`config.mk`:
```
export PLATFORM = sky130hd
export DESIGN_NAME = display_scan
export DESIGN_NICKNAME = d
export VERILOG_FILES = /design/src/rtl/display_scan.sv
export SDC_FILE = /design/constraint.sdc
export NUM_CORES = 1
export LEC_CHECK = 0
export CORE_AREA = 2 2 69 71
export CTS_BUF_LIST = sky130_fd_sc_hd__clkbuf_8
export DETAILED_ROUTE_END_ITERATION = 10
export DIE_AREA = 0 0 71 73
export GPL_TIMING_DRIVEN = 0
export PLACE_DENSITY_LB_ADDON = 0.1
export RECOVER_POWER = 50
export SLEW_MARGIN = 20
export SYNTH_ARGS = -nofsm -noshare
export SYNTH_HDL_FRONTEND = slang
export SYNTH_SLANG_ARGS = --single-unit
```
`constraint.sdc`:
```
create_clock -name clk -period 3.5 [get_ports clk]
set_input_delay 0.7 -clock clk [delete_from_list [all_inputs] [get_ports clk]]
set_output_delay 0.7 -clock clk [all_outputs]
set_load 0.01 [all_outputs]
```
`src/rtl/display_scan.sv`:
```
// display_scan: four-digit time-multiplexed driver for a common-anode 7-segment display.
// A 16-bit value is captured into a shadow register and moved into the displayed
// register only at frame boundaries, so a frame never mixes old and new digits.
// Each digit slot opens with an all-anodes-off blank window. Leading zeros can be
// suppressed.
// Ports:
//   clk        : system clock, rising edge
//   rst_n      : asynchronous active-low reset
//   value      : 16-bit hex value, nibble k -> digit k (digit 0 rightmost)
//   load       : single-cycle capture strobe for value
//   dp_en      : per-digit decimal point enable (live)
//   lz_en      : leading-zero suppression enable (live)
//   digit      : nibble for the current slot (registered)
//   dp_n       : active-low decimal point for the current slot (registered)
//   an         : active-low anode enables (registered)
//   frame_done : one-cycle pulse after each completed frame (registered)
module display_scan #(
  parameter int unsigned DIV_W     = 16,
  parameter int unsigned BLANK_CYC = 64
) (
  input  logic        clk,
  input  logic        rst_n,
  input  logic [15:0] value,
  input  logic        load,
  input  logic [3:0]  dp_en,
  input  logic        lz_en,
  output logic [3:0]  digit,
  output logic        dp_n,
  output logic [3:0]  an,
  output logic        frame_done
);

  localparam logic [DIV_W-1:0] CNT_MAX   = '1;
  localparam logic [DIV_W-1:0] BLANK_LIM = DIV_W'(BLANK_CYC);

  logic [DIV_W-1:0] cnt_q, cnt_d;
  logic [1:0]       idx_q, idx_d;
  logic [15:0]      shadow_q, shadow_d;
  logic [15:0]      disp_q, disp_d;
  logic             pending_q, pending_d;
  logic [3:0]       digit_q, digit_d;
  logic             dp_n_q, dp_n_d;
  logic [3:0]       an_q, an_d;
  logic             frame_done_q, frame_done_d;

  logic             frame_end;
  logic             suppress;
  logic [3:0]       nib_sh;

  assign nib_sh    = {idx_q, 2'b00};
  assign frame_end = (cnt_q == CNT_MAX) && (idx_q == 2'd3);
  // Digit k is dark when it and every more significant nibble are zero; digit 0 never.
  assign suppress  = lz_en && (idx_q != 2'd0) && ((disp_q >> nib_sh) == 16'h0000);

  // Next-state: prescaler, digit index, double-buffered value, registered outputs.
  always_comb begin
    cnt_d        = cnt_q + DIV_W'(1);
    idx_d        = idx_q;
    shadow_d     = shadow_q;
    disp_d       = disp_q;
    pending_d    = pending_q;
    digit_d      = disp_q[nib_sh +: 4];
    dp_n_d       = ~dp_en[idx_q];
    an_d         = ~(4'b0001 << idx_q);
    frame_done_d = frame_end;

    if (cnt_q == CNT_MAX) begin
      idx_d = idx_q + 2'd1;
    end

    // A load on the boundary bypasses the shadow so it shows in the very next frame.
    if (load) begin
      shadow_d = value;
      if (frame_end) begin
        disp_d    = value;
        pending_d = 1'b0;
      end else begin
        pending_d = 1'b1;
      end
    end else if (frame_end && pending_q) begin
      disp_d    = shadow_q;
      pending_d = 1'b0;
    end

    if ((cnt_q < BLANK_LIM) || suppress) begin
      an_d = 4'b1111;
    end
  end

  // State and output registers.
  always_ff @(posedge clk or negedge rst_n) begin
    if (!rst_n) begin
      cnt_q        <= '0;
      idx_q        <= 2'd0;
      shadow_q     <= 16'h0000;
      disp_q       <= 16'h0000;
      pending_q    <= 1'b0;
      digit_q      <= 4'h0;
      dp_n_q       <= 1'b1;
      an_q         <= 4'b1111;
      frame_done_q <= 1'b0;
    end else begin
      cnt_q        <= cnt_d;
      idx_q        <= idx_d;
      shadow_q     <= shadow_d;
      disp_q       <= disp_d;
      pending_q    <= pending_d;
      digit_q      <= digit_d;
      dp_n_q       <= dp_n_d;
      an_q         <= an_d;
      frame_done_q <= frame_done_d;
    end
  end

  assign digit      = digit_q;
  assign dp_n       = dp_n_q;
  assign an         = an_q;
  assign frame_done = frame_done_q;

endmodule
```
After elaboration in Yosys (flattened, before gate mapping) --
Index checks and enable logic that the tools add are counted.
Cells by class: $add $sub $neg 2, order comparisons 2, eq/ne operators 3, shifts and indexed selects 3, multiplexer cells 9, bitwise operators 2, reduce and logical (&&, ||, !) cells 9
Operator list (number):
- 16-bit 2-to-1 mux | 3
- 16-bit by 1-bit adder with 16-bit output (second input constant) | 1
- 16-bit == test (second input constant) | 1
- 16-bit logical NOT | 1
- 16-bit by 7-bit less-than comparator with 1-bit output (second input constant) | 1
- 16-bit by 5-bit indexed part select with 4-bit output | 1
- 16-bit by 4-bit right shift with 16-bit output | 1
- 1-bit logical AND | 4
- 1-bit 2-to-1 mux | 4
- 4-bit 2-to-1 mux | 1
- 4-bit inverter | 1
- 2-bit nonzero test | 2
- 1-bit by 2-bit left shift with 4-bit output (first input constant) | 1
- 2-bit by 3-bit less-than comparator with 1-bit output (second input constant) | 1
- 2-bit by 1-bit adder with 2-bit output (second input constant) | 1
- 1-bit binary-select mux with 2-bit select | 1
- 2-bit == test (second input constant) | 1
- 2-bit by 1-bit != test with 1-bit output (second input constant) | 1
- 2-bit AND reduction | 1
- 1-bit logical OR | 1
- 1-bit inverter | 1
Storage, ports and cells: flip-flop bits (word level) 61, input port bits 24, output and inout port bits 10, logic and storage cells 39

Logic depth before layout (Yosys ltp) --
depth in word-level cells 5, depth in mapped cells 7, gate-level depth less buffers 6

Worst setup path after synthesis --
No wires, ideal clock.
kind input -> register, start point in load, end point reg disp_q[0], data arrival time 1960 ps, data required time 3375 ps, path slack 1415 ps, stages 5, cells stage by stage buf_2 o21ai_0 nor4_4 buf_8 mux2_4
Between the ends: cells in the longest elaborated chain, start to end 2, elaborated cells on any way between the ends 4
RTL lines:
- start, declared | RTL line 24 | input logic load,
- 2-bit by 1-bit != test with 1-bit output (no source line) / 2-bit nonzero test (equally long branches)
- 2-bit AND reduction (no source line)
- end signal, assigned | RTL line 106 | disp_q <= disp_d;
- end, declared | RTL line 39 | logic [15:0] disp_q, disp_d;
Several ways; a longest one is shown, not always the timed one. A chain may end at the register's enable or synchronous reset.

Worst setup path in the final report --
start point reg cnt_q[0], end point reg disp_q[4]
Between the ends: cells in the longest elaborated chain, start to end 5, elaborated cells on any way between the ends 6
RTL lines:
- start, declared | RTL line 36 | logic [DIV_W-1:0] cnt_q, cnt_d;
- start signal, assigned | RTL line 103 | cnt_q <= cnt_d;
- 16-bit == test * | RTL line 51 | assign frame_end = (cnt_q == CNT_MAX) && (idx_q == 2'd3);
- 1-bit logical AND * | RTL line 51
- 1-bit logical AND | RTL line 80 | end else if (frame_end && pending_q) begin
- 2-bit nonzero test (no source line)
- 2-bit AND reduction (no source line) *
Mark *: on every way between the ends. The rest lies on a longest branch, timed or not.

==> results.yml <==
outcome:
  status: "finished, final reports clean"
pwr:
  power_density_nw_per_um2: 404
  power_switching_w: 0.000275
  p_sw_share_pct: 21.5
  peakVddDrop_v: 0.000281
  comb_power_share_pct: 5.6
  fin_total_pwr_w: 0.00128
  p_int_w: 0.00100
  p_clk_share_pct: 37.4
  p_leak_nw: 1.42
  p_seq_share_pct: 57.0
synthesis:
  yosysMostFrequentCell: "dfrtp_1"
  avgSynthCellArea_sq_um: 14.5
  synth_top_cell_area_share_pct: 53.1
  synth_area_sq_um: 2640
  ys_types: 33
  yosys_warnings: 0
  yosys_register_bits: 61
  ys_seq_area_share_pct: 58.1
  ys_async_sr_fraction_pct: 100
  netlist_instances: 182
  postSynthNetCount: 211
  synth_edf_count: 0
  synth_commonest_cells: "dfrtp_1 (56), mux2_2 (23), mux2_4 (10), xnor2_1 (10), nor2_1 (9)"
  yosys_most_used_dff: "dfrtp_1"
  synth_area_leaders: "dfrtp_1 (53%), mux2_2 (9.8%), mux2_4 (5.7%)"
  synth.largest_area_cell: "dfrtp_1"
sta:
  max_freq_mhz: 455
  fin_ws_ns: 1.30
  fin_skew_ns: 0.00617
  relSlewSlack_pct: 5.08
  finalSetupTns_ns: 0
  setup_violations: 0
  finalMaxSlewViolations: 0
  tightest_slew_ns: 1.42
  finalCriticalPeriod_ns: 2.20
  rsz0062_at_grt: "no"
  period_share_pct: 62.8
  hold_violations: 0
floorplan:
  start_util_pct: 58.2
  core_area_sq_um: 4540
  dieHeight_um: 73
  fp.dieW_um: 71
  rows: 25
  io_pins: 34
  dieArea_sq_um: 5180
critical_path:
  endpoint_kind: "flip-flop"
  crit_required_ns: 3.71
  slowest_stage: "nor4_4"
  cp-start-kind: "flip-flop"
  crit_buf_inv: 2
  arrival_ns: 2.40
  critPathTopFamily: "simple AND/OR/NAND/NOR gates"
  cp_max_fo: 10
  critical_path_class: "reg2reg"
  cp_cell_sequence: "ha_1, clkbuf_1, nand3_1, nor4_4, buf_8, mux2_4"
  slowest_delay_ns: 0.45
placed_design:
  io_buffers: 32
  dp_hpwl_mm: 3.16
  pre_cts_slack_ns: 1.13
  placed_area_sq_um: 3030
  dp_cells: 268
  gp_congestion: 0.890
global_routing:
  grt_pass1_wl_mm: 7.56
  grt_util_all_layers_pct: 19.6
  grt_pass1_vias: 1610
  antenna_found_initial: 0
  grt_max_degree: 62
  grt-ovfl-total: 0
clock_tree:
  cts-root-buf: "clkbuf_8"
  clock_path_buffers: 2
  cts_tree: "yes"
  clk_latency_ns: 0.32
  cts_buffers: 9
  cts_resized: 0
  cts-hold-fix-buffers: 0
  htreeDepth: 3
  path_clk_slew_ns: 0.06
  cts_setup_buffers: 0
  clkSinkCount: 61
min_path:
  holdCritPathClass: "reg2reg"
layout:
  drive_gt1_share_pct: 28.9
  final_cells: 282
  num_antenna_cells: 0
  areaGrowthSynthToFinish_pct: 19.9
  stdcell_area_sq_um: 3170
  nNetsFinal: 254
route:
  vias: 1558
  ant_nets: 0
  wire_per_inst_um: 15.8
  drtIter0Drc: 88
  post-route-drc-count: 0
  post_drt_via_cell_ratio: 5.52
  dr.pass1.iters: 4
  finalWirelength_mm: 4.46
run:
  cap_viol_max_count: 0
-- placed cells by master (no fill, tap or decap), types with 7 or more instances in the layout --
cell type / count
nor2_1: 9
inv_1: 7
mux2_2: 23
xnor2_1: 10
dfrtp_1: 56
mux2_4: 10
clkbuf_8: 9
nand3_1: 8
clkdlybuf4s50_1: 31
-- layer usage --
layer  share of wire (%)  vias to the layer above  global-route usage, %
met1                  47                      769                   26.5
met3                 5.0                        9                   4.97
met5                   0                        -                      0
met4                 1.7                        0                   11.3
met2                  46                       45                   29.2
li1                    -                      735                      -
-- worst paths after layout --
path / start / end / slack [ns] / depth (start not counted)
worst max-delay path: cnt_q[0] / disp_q[4] / 1.30 / 6
worst min-delay path: cnt_q[5] / cnt_q[5] / 0.47 / 1
worst max register to register: cnt_q[0] / disp_q[4] / 1.30 / 6
worst min register to register: cnt_q[5] / cnt_q[5] / 0.47 / 1
max in group asynchronous: rst_n / shadow_q[6] / 1.94 / 1
min in group asynchronous: rst_n / disp_q[0] / 0.71 / 1
-- power groups by stage --
| stage | Combinational (W) | Clock [W] | Sequential, W |
|---|---|---|---|
| detailed placement | 0.0000732 | 0 | 0.000742 |
| global route | 0.0000793 | 0.000524 | 0.000731 |
| CTS | 0.0000737 | 0.000491 | 0.000730 |
| finish | 0.0000715 | 0.000479 | 0.000729 |
| global placement | 0.0000704 | 0 | 0.000741 |
| floorplan | 0.0000282 | 0 | 0.000741 |
-- registers in the layout, indices dropped and copies added (netlist names) --
signal      cells
pending_q       1
an              4
idx_q           2
shadow_q       16
dp_n            1
frame_done      1
cnt_q          16
disp_q         16
digit           4
-- stage by stage --
stage	hold slack [ns]	util [%]
finish	0.472	69.8
global route	0.510	69.8
CTS	0.455	69.9
detailed placement	0.461	66.7
global placement	0.453	66.8
floorplan	0.404	-
-- logic make-up (layout without fill, tap and decap cells) --
kind of cell / after synthesis / count (layout) / synth area share, %
AO/OA/AOI/OAI: 7 / 7 / 1.85
XOR/XNOR: 15 / 15 / 4.98
adder cells (fa/ha/maj): 5 / 5 / 2.37
buffers and inverters: 13 / 59 / 3.03
flip-flops: 61 / 61 / 58.1
multiplexers: 38 / 38 / 19.8
AND/OR/NAND/NOR: 43 / 43 / 9.95
-- final cells by class --
| class | instances | area [sq um] |
|---|---|---|
| Sequential cell | 61 | 1530 |
| Fill cell | 311 | 1370 |
| Multi-Input combinational cell | 108 | 1030 |
| Timing Repair Buffer | 32 | 315 |
| Clock buffer | 9 | 124 |
| Tap cell | 54 | 67.6 |
| Buffer | 8 | 57.6 |
| Clock inverter | 5 | 22.5 |
| Inverter | 5 | 18.8 |
No activity file was read; power rests on OpenSTA's default activity.
